[config.mk]
export PLATFORM = sky130hd
export DESIGN_NAME = i2c_slave_responder
export DESIGN_NICKNAME = d
export VERILOG_FILES = /design/src/rtl/i2c_slave_responder.sv
export SDC_FILE = /design/constraint.sdc
export NUM_CORES = 1
export LEC_CHECK = 0
export BUFFER_PORTS_ARGS = -buffer_cell sky130_fd_sc_hd__buf_2
export CORE_AREA = 4 4 63 65
export DETAILED_ROUTE_END_ITERATION = 8
export DIE_AREA = 0 0 67 69
export GPL_ROUTABILITY_DRIVEN = 1
export PLACE_DENSITY = 0.75
export SYNTH_ARGS = -nofsm -noshare
export SYNTH_HDL_FRONTEND = slang
export SYNTH_SLANG_ARGS = --single-unit
[constraint.sdc]
create_clock -name clk -period 2.7 [get_ports clk]
set_input_delay 0.54 -clock clk [delete_from_list [all_inputs] [get_ports clk]]
set_output_delay 0.54 -clock clk [all_outputs]
set_load 0.1 [all_outputs]
[src/rtl/i2c_slave_responder.sv]
// ---------------------------------------------------------------------------
// i2c_slave_responder
//
// I2C target (responder). The block detects START/STOP, matches a 7-bit
// address, ACKs and captures write bytes, and serves read bytes supplied by
// the host logic. SDA is open-drain: the block only ever pulls SDA low through
// sda_oe. It never drives SCL and never stretches the clock.
//
// Parameters
//   SLAVE_ADDR   7-bit device address, compared against address byte [7:1]
//   SYNC_STAGES  number of flops in the scl_i/sda_i synchronizers (>= 2)
//
// Ports
//   clk       in   system clock
//   reset     in   asynchronous, active-high reset
//   scl_i     in   sampled SCL line
//   sda_i     in   sampled SDA line
//   sda_oe    out  1 = pull SDA low, 0 = release
//   tx_data   in   byte returned to the master on a read, sampled on tx_req
//   tx_req    out  1-cycle pulse: tx_data loaded into the shift register
//   rx_data   out  last byte written by the master
//   rx_valid  out  1-cycle pulse: rx_data updated
//   rw        out  R/W bit of the last matched address (1 = read)
//   busy      out  1 from a matched address until STOP, NACK or mismatch
// ---------------------------------------------------------------------------
module i2c_slave_responder #(
    parameter logic [6:0] SLAVE_ADDR  = 7'h50,
    parameter int         SYNC_STAGES = 2
) (
    input  logic       clk,
    input  logic       reset,
    input  logic       scl_i,
    input  logic       sda_i,
    output logic       sda_oe,
    input  logic [7:0] tx_data,
    output logic       tx_req,
    output logic [7:0] rx_data,
    output logic       rx_valid,
    output logic       rw,
    output logic       busy
);

    typedef enum logic [2:0] {
        S_IDLE,
        S_ADDR,
        S_ADDR_ACK,
        S_WRITE,
        S_WRITE_ACK,
        S_READ,
        S_READ_ACK
    } state_t;

    state_t                 state;
    logic [SYNC_STAGES-1:0] scl_sync;
    logic [SYNC_STAGES-1:0] sda_sync;
    logic                   scl_p0;
    logic                   sda_p0;
    logic                   scl_p1;
    logic                   sda_p1;
    logic                   scl_rise;
    logic                   scl_fall;
    logic                   start_det;
    logic                   stop_det;
    logic [2:0]             bit_cnt;
    logic [7:0]             shift;

    // ---- Stage p0: synchronizers (idle bus level is high) ----
    always_ff @(posedge clk or posedge reset) begin
        if (reset) begin
            scl_sync <= '1;
            sda_sync <= '1;
        end else begin
            scl_sync <= {scl_sync[SYNC_STAGES-2:0], scl_i};
            sda_sync <= {sda_sync[SYNC_STAGES-2:0], sda_i};
        end
    end

    assign scl_p0 = scl_sync[SYNC_STAGES-1];
    assign sda_p0 = sda_sync[SYNC_STAGES-1];

    // ---- Stage p1: one-cycle history for edge detection ----
    always_ff @(posedge clk or posedge reset) begin
        if (reset) begin
            scl_p1 <= 1'b1;
            sda_p1 <= 1'b1;
        end else begin
            scl_p1 <= scl_p0;
            sda_p1 <= sda_p0;
        end
    end

    assign scl_rise  = scl_p0 & ~scl_p1;
    assign scl_fall  = ~scl_p0 & scl_p1;
    // SDA moving while SCL is stably high is a bus condition, not data.
    assign start_det = scl_p0 & scl_p1 & sda_p1 & ~sda_p0;
    assign stop_det  = scl_p0 & scl_p1 & ~sda_p1 & sda_p0;

    // ---- Stage p2: protocol FSM with registered outputs ----
    always_ff @(posedge clk or posedge reset) begin
        if (reset) begin
            state    <= S_IDLE;
            sda_oe   <= 1'b0;
            tx_req   <= 1'b0;
            rx_valid <= 1'b0;
            rx_data  <= 8'h00;
            rw       <= 1'b0;
            busy     <= 1'b0;
            bit_cnt  <= 3'd0;
            shift    <= 8'h00;
        end else begin
            tx_req   <= 1'b0;
            rx_valid <= 1'b0;

            if (start_det) begin
                // Also covers a repeated START; busy is kept until the new
                // address either matches or not.
                state   <= S_ADDR;
                bit_cnt <= 3'd0;
                sda_oe  <= 1'b0;
            end else if (stop_det) begin
                state  <= S_IDLE;
                sda_oe <= 1'b0;
                busy   <= 1'b0;
            end else begin
                case (state)
                    S_IDLE: begin
                    end

                    S_ADDR: begin
                        if (scl_rise) begin
                            shift   <= {shift[6:0], sda_p0};
                            bit_cnt <= bit_cnt + 3'd1;
                            if (bit_cnt == 3'd7) begin
                                // Address sits in the seven bits already shifted in.
                                if (shift[6:0] == SLAVE_ADDR) begin
                                    rw    <= sda_p0;
                                    busy  <= 1'b1;
                                    state <= S_ADDR_ACK;
                                end else begin
                                    busy  <= 1'b0;
                                    state <= S_IDLE;
                                end
                            end
                        end
                    end

                    S_ADDR_ACK: begin
                        // First fall asserts ACK, second fall ends the ACK bit.
                        if (scl_fall) begin
                            if (!sda_oe) begin
                                sda_oe <= 1'b1;
                            end else if (rw) begin
                                shift   <= {tx_data[6:0], 1'b0};
                                tx_req  <= 1'b1;
                                sda_oe  <= ~tx_data[7];
                                bit_cnt <= 3'd0;
                                state   <= S_READ;
                            end else begin
                                sda_oe <= 1'b0;
                                state  <= S_WRITE;
                            end
                        end
                    end

                    S_WRITE: begin
                        if (scl_rise) begin
                            shift   <= {shift[6:0], sda_p0};
                            bit_cnt <= bit_cnt + 3'd1;
                            if (bit_cnt == 3'd7) begin
                                rx_data  <= {shift[6:0], sda_p0};
                                rx_valid <= 1'b1;
                                state    <= S_WRITE_ACK;
                            end
                        end
                    end

                    S_WRITE_ACK: begin
                        if (scl_fall) begin
                            if (!sda_oe) begin
                                sda_oe <= 1'b1;
                            end else begin
                                sda_oe <= 1'b0;
                                state  <= S_WRITE;
                            end
                        end
                    end

                    S_READ: begin
                        // bit7 went out on load; falls 1..7 send bits 6..0,
                        // the eighth fall ends bit 0 and frees SDA for the master.
                        if (scl_fall) begin
                            if (bit_cnt == 3'd7) begin
                                sda_oe  <= 1'b0;
                                bit_cnt <= 3'd0;
                                state   <= S_READ_ACK;
                            end else begin
                                sda_oe  <= ~shift[7];
                                shift   <= {shift[6:0], 1'b0};
                                bit_cnt <= bit_cnt + 3'd1;
                            end
                        end
                    end

                    S_READ_ACK: begin
                        if (scl_rise) begin
                            if (sda_p0) begin
                                busy  <= 1'b0;
                                state <= S_IDLE;
                            end
                        end else if (scl_fall) begin
                            // Only reachable after an ACK on the preceding rise.
                            shift   <= {tx_data[6:0], 1'b0};
                            tx_req  <= 1'b1;
                            sda_oe  <= ~tx_data[7];
                            bit_cnt <= 3'd0;
                            state   <= S_READ;
                        end
                    end

                    default: begin
                        state  <= S_IDLE;
                        sda_oe <= 1'b0;
                        busy   <= 1'b0;
                    end
                endcase
            end
        end
    end

endmodule

# Word-level counts from Yosys, hierarchy flattened
# Cells that the tools add are included.
[classes] add_sub_neg=1 n_mux=70 reduce_logical=13 n_eq_ne=45 n_bitwise=15
[ops] cell="$mux W3" n=26
[ops] cell="$mux W8" n=8
[ops] cell="$ne A4 B4 Y1 const B" n=12
[ops] cell="$ne A3 B3 Y1 const B" n=11
[ops] cell="$pmux W8 S4" n=1
[ops] cell="$mux W1" n=29
[ops] cell="$pmux W3 S7" n=1
[ops] cell="$reduce_and A6 Y1" n=3
[ops] cell="$ne A2 B2 Y1 const B" n=8
[ops] cell="$reduce_and A13 Y1" n=1
[ops] cell="$eq A3 B3 Y1 const B" n=4
[ops] cell="$pmux W3 S4" n=1
[ops] cell="$reduce_and A11 Y1" n=1
[ops] cell="$ne A5 B5 Y1 const B" n=2
[ops] cell="$reduce_and A9 Y1" n=1
[ops] cell="$not A1 Y1" n=8
[ops] cell="$and A1 B1 Y1" n=7
[ops] cell="$eq A7 B7 Y1 const B" n=1
[ops] cell="$eq A3 B2 Y1 const B" n=2
[ops] cell="$ne A3 B1 Y1 const B" n=2
[ops] cell="$pmux W1 S5" n=1
[ops] cell="$reduce_and A5 Y1" n=1
[ops] cell="$reduce_bool A5 Y1" n=1
[ops] cell="$reduce_or A5 Y1" n=1
[ops] cell="10 further kinds" n=11
[totals] elab_cells=157 inputBits=12 ff_bits=33 out_inout_bits=13

# Logic depth before layout (Yosys ltp)
# Gate-level depths: netlist of run 1.
[depth] word_depth=7 ltp_mapped=8 ltp_nobuf=7

# Least setup slack after synthesis of run 1
# No wires, ideal clock.
[synth_timing] path_type="flip-flop to flip-flop" from="reg sda_oe" to="reg shift[0]" setup_slack_ns=0.634 arrival_time_ns=1.926 synth_period_minus_slack_ns=2.066 setup_time_ns=0.140 stages_incl_launch_ff=7 path_buffers=1 required_time_ns=2.560 cell_sequence="dfrtp_1 -> nand3_1 -> nor3_1 -> o311ai_2 -> buf_2 -> nand2_1 -> o21ai_0"
[synth_between] elab_chain_len=2
[synth_rtl] element="start: declaration" line_no="34" rtl="output logic sda_oe,"
[synth_rtl] element="start signal: assignment" line_no="155" rtl="sda_oe <= ~tx_data[7];"
[synth_rtl] element="start signal: assignment" line_no="197" rtl="sda_oe <= ~shift[7];"
[synth_rtl] element="start signal: assignment" line_no="214" rtl="sda_oe <= ~tx_data[7];"
[synth_rtl] element="$ne A2 B2 Y1 (no source line)"
[synth_rtl] element="$reduce_and A11 Y1 (no source line)"
[synth_rtl] element="end signal: assignment" line_no="131" rtl="shift <= {shift[6:0], sda_p0};"
[synth_rtl] element="end signal: assignment" line_no="153" rtl="shift <= {tx_data[6:0], 1'b0};"
[synth_rtl] element="end signal: assignment" line_no="167" rtl="shift <= {shift[6:0], sda_p0};"
[synth_rtl] element="end: declaration" line_no="65" rtl="logic [7:0] shift;"
# No other way between the ends.
# A chain may end at the register's enable or synchronous reset.

# Worst setup path in the final report of run 1
[layout_timing] from="reg scl_sync[1]" to="reg shift[6]"
[layout_between] elab_chain_len=5 word_cells_on_any_way=16 classes_between="5 x eq/ne; 10 x bitwise; 1 x reduce/logical"
[layout_rtl] element="start: declaration" line_no="54" rtl="logic [SYNC_STAGES-1:0] scl_sync;"
[layout_rtl] element="start signal: assignment" line_no="73" rtl="scl_sync <= {scl_sync[SYNC_STAGES-2:0], scl_i};"
[layout_rtl] element="$and A1 B1 Y1" line_no="95, 96"
[layout_rtl] element="$and A1 B1 Y1 (on tied branches) (2 in a row)" line_no="96, 95"
[layout_rtl] element="$not A1 Y1 (no source line)"
[layout_rtl] element="$reduce_and A11 Y1 (no source line) *"
# Every way passes the cells marked *; elsewhere a longest branch is shown, timed or not.

==> flow_metrics.tcl, run 1 <==
set metrics [dict create \
    ir_worst_vdd_uv 291 \
    critical_path_required_ps 2890 \
    synth_compound_area_share_pct 17.4 \
    synth_fa_ha_area_share_pct 5.27 \
    worst_pin_slew_ps 900 \
    cts_resized 0 \
    register_area_um2 833 \
    diodes 0 \
    track_usage_pct 19.8 \
    p_int_mw 0.717 \
    fmax_mhz 440 \
    rsz0062_at_grt "no" \
    async_flop_share_pct 100 \
    cp.arrival_ps 2460 \
    synth_area_per_cell_um2 10.0 \
    synthCells 190 \
    min_path_type "input port to asynchronous set/reset pin" \
    routed_via_density 5.91 \
    ys_seq_area_share_pct 43.8 \
    ys_ff_latch 33 \
    fp.dieH_um 69 \
    port_buffers 24 \
    power_density_nw_per_um2 491 \
    htree_levels 2 \
    highest_layer "met4" \
    synth_mux_area_share_pct 9.55 \
    grt_max_degree 34 \
    holdBufCountCts 0 \
    post_synth_num_cell_types 49 \
    wl_per_cell_um 15.4 \
    core_area_um2 3340 \
    layout_commonest_cell "dfrtp_1" \
    dp_hpwl_um 2930 \
    drive_above_1_share_pct 26.6 \
    slew-limit-headroom_pct 39.9 \
    multi_input_area_um2 987 \
    wl_met2_um 1960 \
    critPathSlowestCell "o311ai_2" \
    die-area_um2 4620 \
    synthXorXnorAreaFrac_pct 0.461 \
    path_clk_slew_ps 100 \
    syn_area_um2 1900 \
    worst_setup_path_start_kind "register" \
    numCtsBuffers 5 \
    cts_tree "built" \
    status "completed" \
    synthFlopType "dfrtp_1" \
    clk_latency_ps 340 \
    rows 21 \
    combPwrFrac_pct 16.3 \
    num_vias 1561 \
    post_cts_buffers 0 \
    syn_nets 210 \
    cts_root_buf "clkbuf_4" \
    cap_violations 0 \
    antenna_found_initial 0 \
    drc_errors 0 \
    overflow 0 \
    syn2layout_area_growth_pct 11.2 \
    io_pins 25 \
    wirelength_um 4080 \
    nets 237 \
    clkSinkCount 33 \
    hold_viol_final 0 \
    grt_pass1_vias 1513 \
    seqPwrFrac_pct 57.9 \
    ys.warnings.count 0 \
    finalCritPeriodShare_pct 84.1 \
    grt_pass1_wl_um 7010 \
    power.switching_mw 0.320 \
    postRouteAntennaNets 0 \
    dr.first_iter.drc_count 116 \
    first_pass_iters 4 \
    endpoint_kind "register" \
    final_util_pct 63.3 \
    p_leak_nw 0.970 \
    path_max_fanout 16 \
    cts_buffer_depth 2 \
    crit_type "register to register" \
    period_needed_ps 2270 \
    mostFrequentLayoutCells "dfrtp_1, buf_2, nand2_1" \
    switching_share_pct 30.9 \
    fp.dieW_um 67 \
    routed-wl-met3_um 311 \
    fin_setup_tns_ps 0 \
    slowest_delay_ps 790 \
    start_util_pct 57.0 \
    slew_viol_final 0 \
    synth_edf_count 0 \
    path_cells "ha_1, or3b_1, a21oi_2, o311ai_2, o21ai_0" \
    clock_skew_ps 9.79 \
    setup_viol 0 \
    p_clk_share_pct 25.8 \
    met1_length_um 1740 \
    synth_top_family_by_area "simple AND/OR/NAND/NOR gates" \
    nFillCells 275 \
    gp_congestion 0.937 \
    yosys.area_share.simple_pct 19.2 \
]
-- cell type report --
type / instances / area share [%]
Multi-Input combinational cell: 141 / 46.7
Inverter: 7 / 1.24
Sequential cell: 33 / 39.4
Clock inverter: 2 / 0.474
Clock buffer: 6 / 1.95
Tap cell: 46 / 2.72
Timing Repair Buffer: 29 / 7.46
-- cell usage after synthesis (3+ instances only) --
cell / number / area (µm²)
a21oi_1: 10 / 50.1
buf_2: 4 / 20.0
clkbuf_1: 3 / 11.3
dfrtp_1: 27 / 676
dfstp_2: 6 / 158
ha_1: 8 / 100
inv_1: 7 / 26.3
mux2_2: 9 / 101
mux2i_1: 8 / 80.1
nand2_1: 19 / 71.3
nand2b_1: 4 / 25.0
nand3_1: 7 / 35.0
nand3b_1: 3 / 22.5
nor2_1: 9 / 33.8
nor2b_1: 6 / 37.5
nor3_1: 6 / 30.0
o211ai_1: 4 / 30.0
o21ai_0: 11 / 55.1
-- layer usage --
layer / vias to the layer above / global-route usage (%)
li1: 748 / -
met1: 744 / 25.4
met2: 63 / 30.6
met3: 6 / 5.52
met4: 0 / 9.23
met5: - / 0
-- per-stage QoR --
stage	hold slack, ps	power, mW	instances	instance area [µm²]	setup WS (ps)
after floorplan	345	0.722	190	1900	634
after global placement	348	0.764	256	2060	512
after detailed placement	355	0.779	256	2060	455
after CTS	272	1.04	264	2110	426
after global routing	271	1.09	264	2110	257
final	260	1.04	264	2110	429
-- worst max-delay path: cells and delay by family (launching register included) --
family | cells | cell delay [ps]
compound gates | 3 | 1070
fa+ha+maj | 1 | 300
flops | 1 | 580
simple gates | 1 | 170
-- flip-flops by register name, summed over array words and instances, names as in the netlist --
register and cells:
sda_oe 1, shift 8, scl_p1 1, sda_p1 1, sda_sync 2, scl_sync 2
rx_valid 1, state 3, rx_data 8, busy 1, rw 1, bit_cnt 3
tx_req 1
-- cells by family (layout without fill, tap and decap cells) --
kind of cell	after synthesis	count (layout)
and+or+nand+nor	67	67
adders and majority gates	8	8
muxes	17	17
buffers and inverters	16	44
DFF	33	33
xor gates and xnor gates	1	1
AOI/OAI and AO/OA	48	48
-- path summary, 6_finish.rpt --
check / start / slack, ps / endpoint / cells past startpoint
max: scl_sync[1] / 430 / shift[6] / 5
min: reset / 260 / rw / 3
max reg2reg: scl_sync[1] / 430 / shift[6] / 5
min reg2reg: scl_sync[0] / 370 / scl_sync[1] / 0
max in group asynchronous: reset / 2110 / sda_sync[0] / 3
min in group clk: scl_i / 290 / scl_sync[0] / 1
-- power groups by stage --
| stage | clock (mW) | sequential, mW | combinational, mW |
|---|---|---|---|
| final | 0.267 | 0.600 | 0.169 |
| after global routing | 0.294 | 0.607 | 0.192 |
| after CTS | 0.274 | 0.600 | 0.170 |
| after global placement | 0 | 0.605 | 0.160 |
| after detailed placement | 0 | 0.610 | 0.169 |
| after floorplan | 0 | 0.600 | 0.122 |
Power figures use the tool's default switching activity.
==> run 2: changes to the inputs <==
--- a/config.mk
+++ b/config.mk
@@ -5,12 +5,13 @@
 export SDC_FILE = /design/constraint.sdc
 export NUM_CORES = 1
 export LEC_CHECK = 0
+export ABC_AREA = 1
 export BUFFER_PORTS_ARGS = -buffer_cell sky130_fd_sc_hd__buf_2
-export CORE_AREA = 4 4 63 65
+export CORE_AREA = 4 4 65 67
 export DETAILED_ROUTE_END_ITERATION = 8
-export DIE_AREA = 0 0 67 69
+export DIE_AREA = 0 0 69 71
 export GPL_ROUTABILITY_DRIVEN = 1
-export PLACE_DENSITY = 0.75
+export PLACE_DENSITY = 0.74
 export SYNTH_ARGS = -nofsm -noshare
 export SYNTH_HDL_FRONTEND = slang
 export SYNTH_SLANG_ARGS = --single-unit
==> constraint.sdc (replaced) <==
create_clock -name clk -period 2.1 [get_ports clk]
set_input_delay 0.42 -clock clk [delete_from_list [all_inputs] [get_ports clk]]
set_output_delay 0.42 -clock clk [all_outputs]
set_load 0.1 [all_outputs]
==> run 2 against run 1 <==
Clock skew decreased by 4.7 ps. Area after synthesis increased by 6.0%. Clock-buffer cell count decreased by 1. Clock power increased by 73%. Utilization decreased by 1.6 points. Sequential share of layout area decreased by 2.3 points. Power increased by 44%. Worst hold slack got worse by 47 ps. Non-clock buffer count decreased by 2. Die area increased by 6.0%. Global-route usage decreased by 1.1 points. Largest power group unchanged. Highest routed layer unchanged.
==> flow_metrics.tcl, run 2 <==
set metrics [dict create \
    synthFlopType "dfrtp_1" \
    yosysMostFrequentCell "nand2_1" \
    switching_share_pct 30.5 \
    whs_ps 213 \
    routed_via_density 5.01 \
    worst_setup_path_start_kind "register" \
    synth_edf_count 0 \
    p_int_mw 1.04 \
    cts_root_buf "clkbuf_8" \
    critical_path_required_ps 2270 \
    endpoint_kind "register" \
    antenna_found_initial 0 \
    path_clk_slew_ps 70 \
    rsz0062_at_grt "no" \
    met3_usage_pct 5.11 \
    wirelength_um 4100 \
    nets 313 \
    cp.arrival_ps 2020 \
    holdBufCountCts 0 \
    syn_nets 286 \
    synth_area_per_cell_um2 7.57 \
    start_util_pct 55.4 \
    final_util_pct 61.7 \
    drc_errors 0 \
    power.switching_mw 0.454 \
    gp_congestion 0.928 \
    yosysTopAreaCell "dfrtp_1" \
    setup_ws_ps 254 \
    cap_violations 0 \
    clock_skew_ps 5.11 \
    diodes 0 \
    fin_setup_tns_ps 0 \
    yosysTopAreaCellShare_pct 33.5 \
    overflow 0 \
    p_leak_nw 1.20 \
    ys.warnings.count 0 \
    period_needed_ps 1850 \
    clk_latency_ps 280 \
    worst_r2r_startpoint "scl_sync[1]" \
    seqPwrFrac_pct 53.5 \
    met2_usage_pct 27.6 \
    die-area_um2 4900 \
    first_pass_iters 5 \
    cts_tree "built" \
    setup_viol 0 \
    grt_use_met1_pct 27.1 \
    track_usage_pct 18.8 \
    power_density_nw_per_um2 664 \
    path_max_fanout 12 \
    layout_commonest_cell "nand2_1" \
    combPwrFrac_pct 15.5 \
    core_area_um2 3630 \
    cts_resized 0 \
    grt_pass1_vias 1583 \
    num_vias 1713 \
    synth_common_cells "nand2_1, inv_1, dfrtp_1, nor2_1, nand3_1" \
    worst_pin_slew_ps 485 \
    post_cts_buffers 0 \
    drive_above_1_share_pct 21.4 \
    wl_per_cell_um 12.0 \
    cts_buffer_depth 2 \
    fmax_mhz 542 \
    postRouteAntennaNets 0 \
    grt_pass1_wl_um 7480 \
    fp.dieH_um 71 \
    crit_type "register to register" \
    dr.first_iter.drc_count 151 \
    clkSinkCount 33 \
    syn_area_um2 2010 \
    finalCritPeriodShare_pct 87.9 \
    p_clk_share_pct 31.0 \
    syn2layout_area_growth_pct 11.3 \
    grt_max_degree 34 \
    ir_worst_vdd_uv 500 \
    gr-max-usage-layer "met2" \
    mostFrequentLayoutCells "nand2_1, inv_1, dfrtp_1" \
    fin_total_pwr_mw 1.49 \
    ys_seq_area_share_pct 41.4 \
    ys_ff_latch 33 \
    dp_hpwl_um 3160 \
    hold_viol_final 0 \
    htree_levels 2 \
    io_pins 25 \
    synthCells 266 \
    status "completed" \
    fp.dieW_um 69 \
    top_regs "rx_data (8), shift (8)" \
    slew_viol_final 0 \
    place_ws_ps 261 \
    async_flop_share_pct 100 \
    rows 22 \
    critPathLaunch "scl_sync[1]" \
    numCtsBuffers 5 \
    slew-limit-headroom_pct 67.9 \
    port_buffers 24 \
    post_synth_num_cell_types 29 \
    synth_area_leaders "dfrtp_1, nand2_1, dfstp_2, inv_1, nand3_1" \
    min_path_type "input port to asynchronous set/reset pin" \
]
==> run 2: changes by cell type after synthesis, sizes merged, moves of 6 or more <==
cell,delta
nand2,+72
inv,+28
nor2,+18
nand3,+15
o21ai,+10
mux2,-9
mux2i,-8
nor2b,-6
==> run 2: worst paths after layout <==
check / depth (start not counted) / slack [ps] / end
max: 9 / 250 / shift[0]
min: 3 / 210 / rx_data[2]
max reg2reg: 9 / 250 / shift[0]
min reg2reg: 0 / 360 / scl_sync[1]
max in group asynchronous: 3 / 1550 / scl_p1
min in group clk: 1 / 230 / sda_sync[0]
==> run 2: metrics by stage <==
| stage | area, µm² | cells |
|---|---|---|
| after floorplan | 2010 | 266 |
| after global routing | 2240 | 342 |
| after global placement | 2160 | 334 |
| after detailed placement | 2160 | 334 |
| after CTS | 2240 | 342 |
| final | 2240 | 342 |
==> run 2: area by class of cell <==
class | instances | area (µm²)
clock inverter | 3 | 17.5
tap | 48 | 60.1
multi-input combinational | 191 | 988
timing repair buffer | 27 | 143
fill | 352 | 1390
clock buffer | 5 | 68.8
sequential | 33 | 833
inverter | 35 | 131
==> run 2: worst max-delay path, stage by stage, from the launching register on <==
cell,delay [ps]
dfstp_2,390
ha_1,260
nand2_1,130
nor2_4,60
nor2_8,190
nand2_1,80
a21oi_2,220
nand2_2,220
nand2_1,130
o21ai_2,50
==> run 2: cell families after synthesis <==
group / after synthesis / share of synthesized area, %
AOI/OAI and AO/OA: 35 / 9.81
adders and majority gates: 8 / 4.97
buffers and inverters: 42 / 9.56
DFF: 33 / 41.4
and+or+nand+nor: 148 / 34.3
==> run 2: power by group through the flow <==
stage	Sequential, mW	Clock (mW)	Combinational [mW]
final	0.797	0.461	0.231
after global routing	0.807	0.515	0.272
after CTS	0.796	0.480	0.235
after detailed placement	0.805	0	0.233
after global placement	0.809	0	0.226
after floorplan	0.780	0	0.197
==> run 2: layer usage <==
layer  vias up  routed length (µm)
met1       763                2030
met5         -                   0
met2        51                1770
met3         7                 242
met4         0                  56
li1        892                   -
==> run 3: changes to the inputs <==
--- a/config.mk
+++ b/config.mk
@@ -11,7 +11,7 @@
 export DETAILED_ROUTE_END_ITERATION = 8
 export DIE_AREA = 0 0 69 71
 export GPL_ROUTABILITY_DRIVEN = 1
-export PLACE_DENSITY = 0.74
+export PLACE_DENSITY = 0.75
 export SYNTH_ARGS = -nofsm -noshare
 export SYNTH_HDL_FRONTEND = slang
 export SYNTH_SLANG_ARGS = --single-unit
==> run 3 against run 2 <==
Worst setup slack worse by 17 ps. Clock-buffer cell count stayed put. Routed wire length increased by 2.8%. Power is 10% higher. Sequential share of layout area down 0.47 points. Flip-flop and latch count unchanged. Critical path depth did not move. Register-to-register slack worse by 20 ps. Die area stayed put. Largest cell class unchanged.
==> flow_metrics.tcl, run 3 (same netlist as run 2, synthesis figures left out) <==
set metrics [dict create \
    first_pass_iters 4 \
    clkSinkCount 33 \
    core_area_um2 3630 \
    rsz0062_at_grt "no" \
    syn2layout_area_growth_pct 12.7 \
    fp.dieW_um 69 \
    start_util_pct 55.4 \
    p_leak_nw 1.21 \
    r2r-end "shift[0]" \
    layout_commonest_cell "nand2_1" \
    clk_latency_ps 300 \
    slew_viol_final 0 \
    setup_viol 0 \
    post_cts_buffers 0 \
    path_clk_slew_ps 80 \
    power_density_nw_per_um2 724 \
    critPathSlowestCell "dfstp_2" \
    dp_hpwl_um 3220 \
    grt_pass1_vias 1654 \
    worst_setup_path_start_kind "register" \
    diodes 0 \
    grt_max_degree 34 \
    numCtsBuffers 5 \
    worst_pin_slew_ps 487 \
    dp_cells 334 \
    wirelength_um 4210 \
    cp.arrival_ps 2050 \
    cts_root_buf "clkbuf_8" \
    routed_via_density 5.07 \
    dr.first_iter.drc_count 124 \
    fp.dieH_um 71 \
    period_needed_ps 1860 \
    cts_buffer_depth 2 \
    die-area_um2 4900 \
    htree_levels 2 \
    grt_pass1_wl_um 7590 \
    endpoint_kind "register" \
    cts_resized 0 \
    finalCritPeriodShare_pct 88.7 \
    top_regs "rx_data (8), shift (8)" \
    drc_errors 0 \
    wl_per_cell_um 12.3 \
    track_usage_pct 19.2 \
    num_vias 1733 \
    critPathLaunch "scl_sync[1]" \
    cap_violations 0 \
    overflow 0 \
    fin_cells 342 \
    mostFrequentLayoutCells "nand2_1, inv_1, dfrtp_1" \
    fin_setup_tns_ps 0 \
    clock_skew_ps 11.0 \
    critical_path_required_ps 2280 \
    port_buffers 24 \
    min_path_type "input port to asynchronous set/reset pin" \
    holdBufCountCts 0 \
    path_cells "ha_1, nand2_1, nor2_4, nor2_8, nand2_1, a21oi_2, nand2_2, nand2_1, o21ai_2" \
    rrSetupSlack_ps 240 \
    ir_worst_vdd_uv 364 \
    path_max_fanout 12 \
    slew-limit-headroom_pct 67.8 \
    drive_above_1_share_pct 21.4 \
    antenna_found_initial 0 \
    postRouteAntennaNets 0 \
    cts_tree "built" \
    gp_congestion 0.929 \
    worst_r2r_startpoint "scl_sync[1]" \
    fmax_mhz 537 \
    nets 313 \
    slowest_delay_ps 390 \
    io_pins 25 \
    status "completed" \
    rows 22 \
    reg2reg_depth 9 \
    crit_top_cell "nand2_1" \
    hold_viol_final 0 \
    crit_type "register to register" \
]
## run 3: changes by cell type in the layout (fill, tap and decap cells not counted)
| cell | delta |
|---|---|
| bufinv_16 | +1 |
| clkinv_2 | -2 |
| clkinv_4 | +1 |
## run 3: final cells by class
| class | instances | area (µm²) |
|---|---|---|
| Clock buffer | 5 | 68.8 |
| Clock inverter | 3 | 46.3 |
| Fill cell | 361 | 1360 |
| Inverter | 35 | 131 |
| Multi-Input combinational cell | 191 | 988 |
| Sequential cell | 33 | 833 |
| Tap cell | 48 | 60.1 |
| Timing Repair Buffer | 27 | 143 |
## run 3: metrics by stage
step | hold WS [ps] | instance area, µm² | power (mW) | utilization (%) | worst slack, ps
global route | 212 | 2270 | 1.74 | 62.5 | 26.6
CTS | 215 | 2270 | 1.66 | 62.5 | 229
floorplan | 345 | 2010 | 0.977 | - | 190
detailed placement | 349 | 2160 | 1.04 | 59.3 | 251
finish | 202 | 2270 | 1.64 | 62.5 | 237
global placement | 345 | 2160 | 1.04 | 59.3 | 280
## run 3: worst max-delay path, delay by kind of cell, from the launching register on
family	cells	cell delay, ps
AO/OA/AOI/OAI	2	280
adder cells (fa/ha/maj)	1	260
flip-flops	1	390
AND/OR/NAND/NOR	6	820
## run 3: how the worst max path moves through the flow
| stage | end | slack (ps) | cells after the start |
|---|---|---|---|
| 2_1_floorplan | shift[4] | 190 | 8 |
| 3_3_place_gp | bit_cnt[0] | 280 | 8 |
| 3_5_place_dp | shift[6] | 250 | 9 |
| 4_1_cts | shift[0] | 230 | 9 |
| 5_1_grt | shift[6] | 30 | 9 |
| 6_report | shift[0] | 240 | 9 |
## run 3: report_power, final
part / leakage (nW) / internal (mW) / switching [mW] / total, mW
registers: 0.428 / 0.718 / 0.0824 / 0.801
logic: 0.724 / 0.0885 / 0.141 / 0.230
clock network: 0.0543 / 0.355 / 0.259 / 0.614
## run 3: metal layers
layer,GRT usage [%],wire length (µm),vias to the layer above
met1,26.3,2030,784
met2,29.3,1870,49
met4,6.72,53,0
met3,5.26,266,6
met5,0,0,-
li1,-,-,894
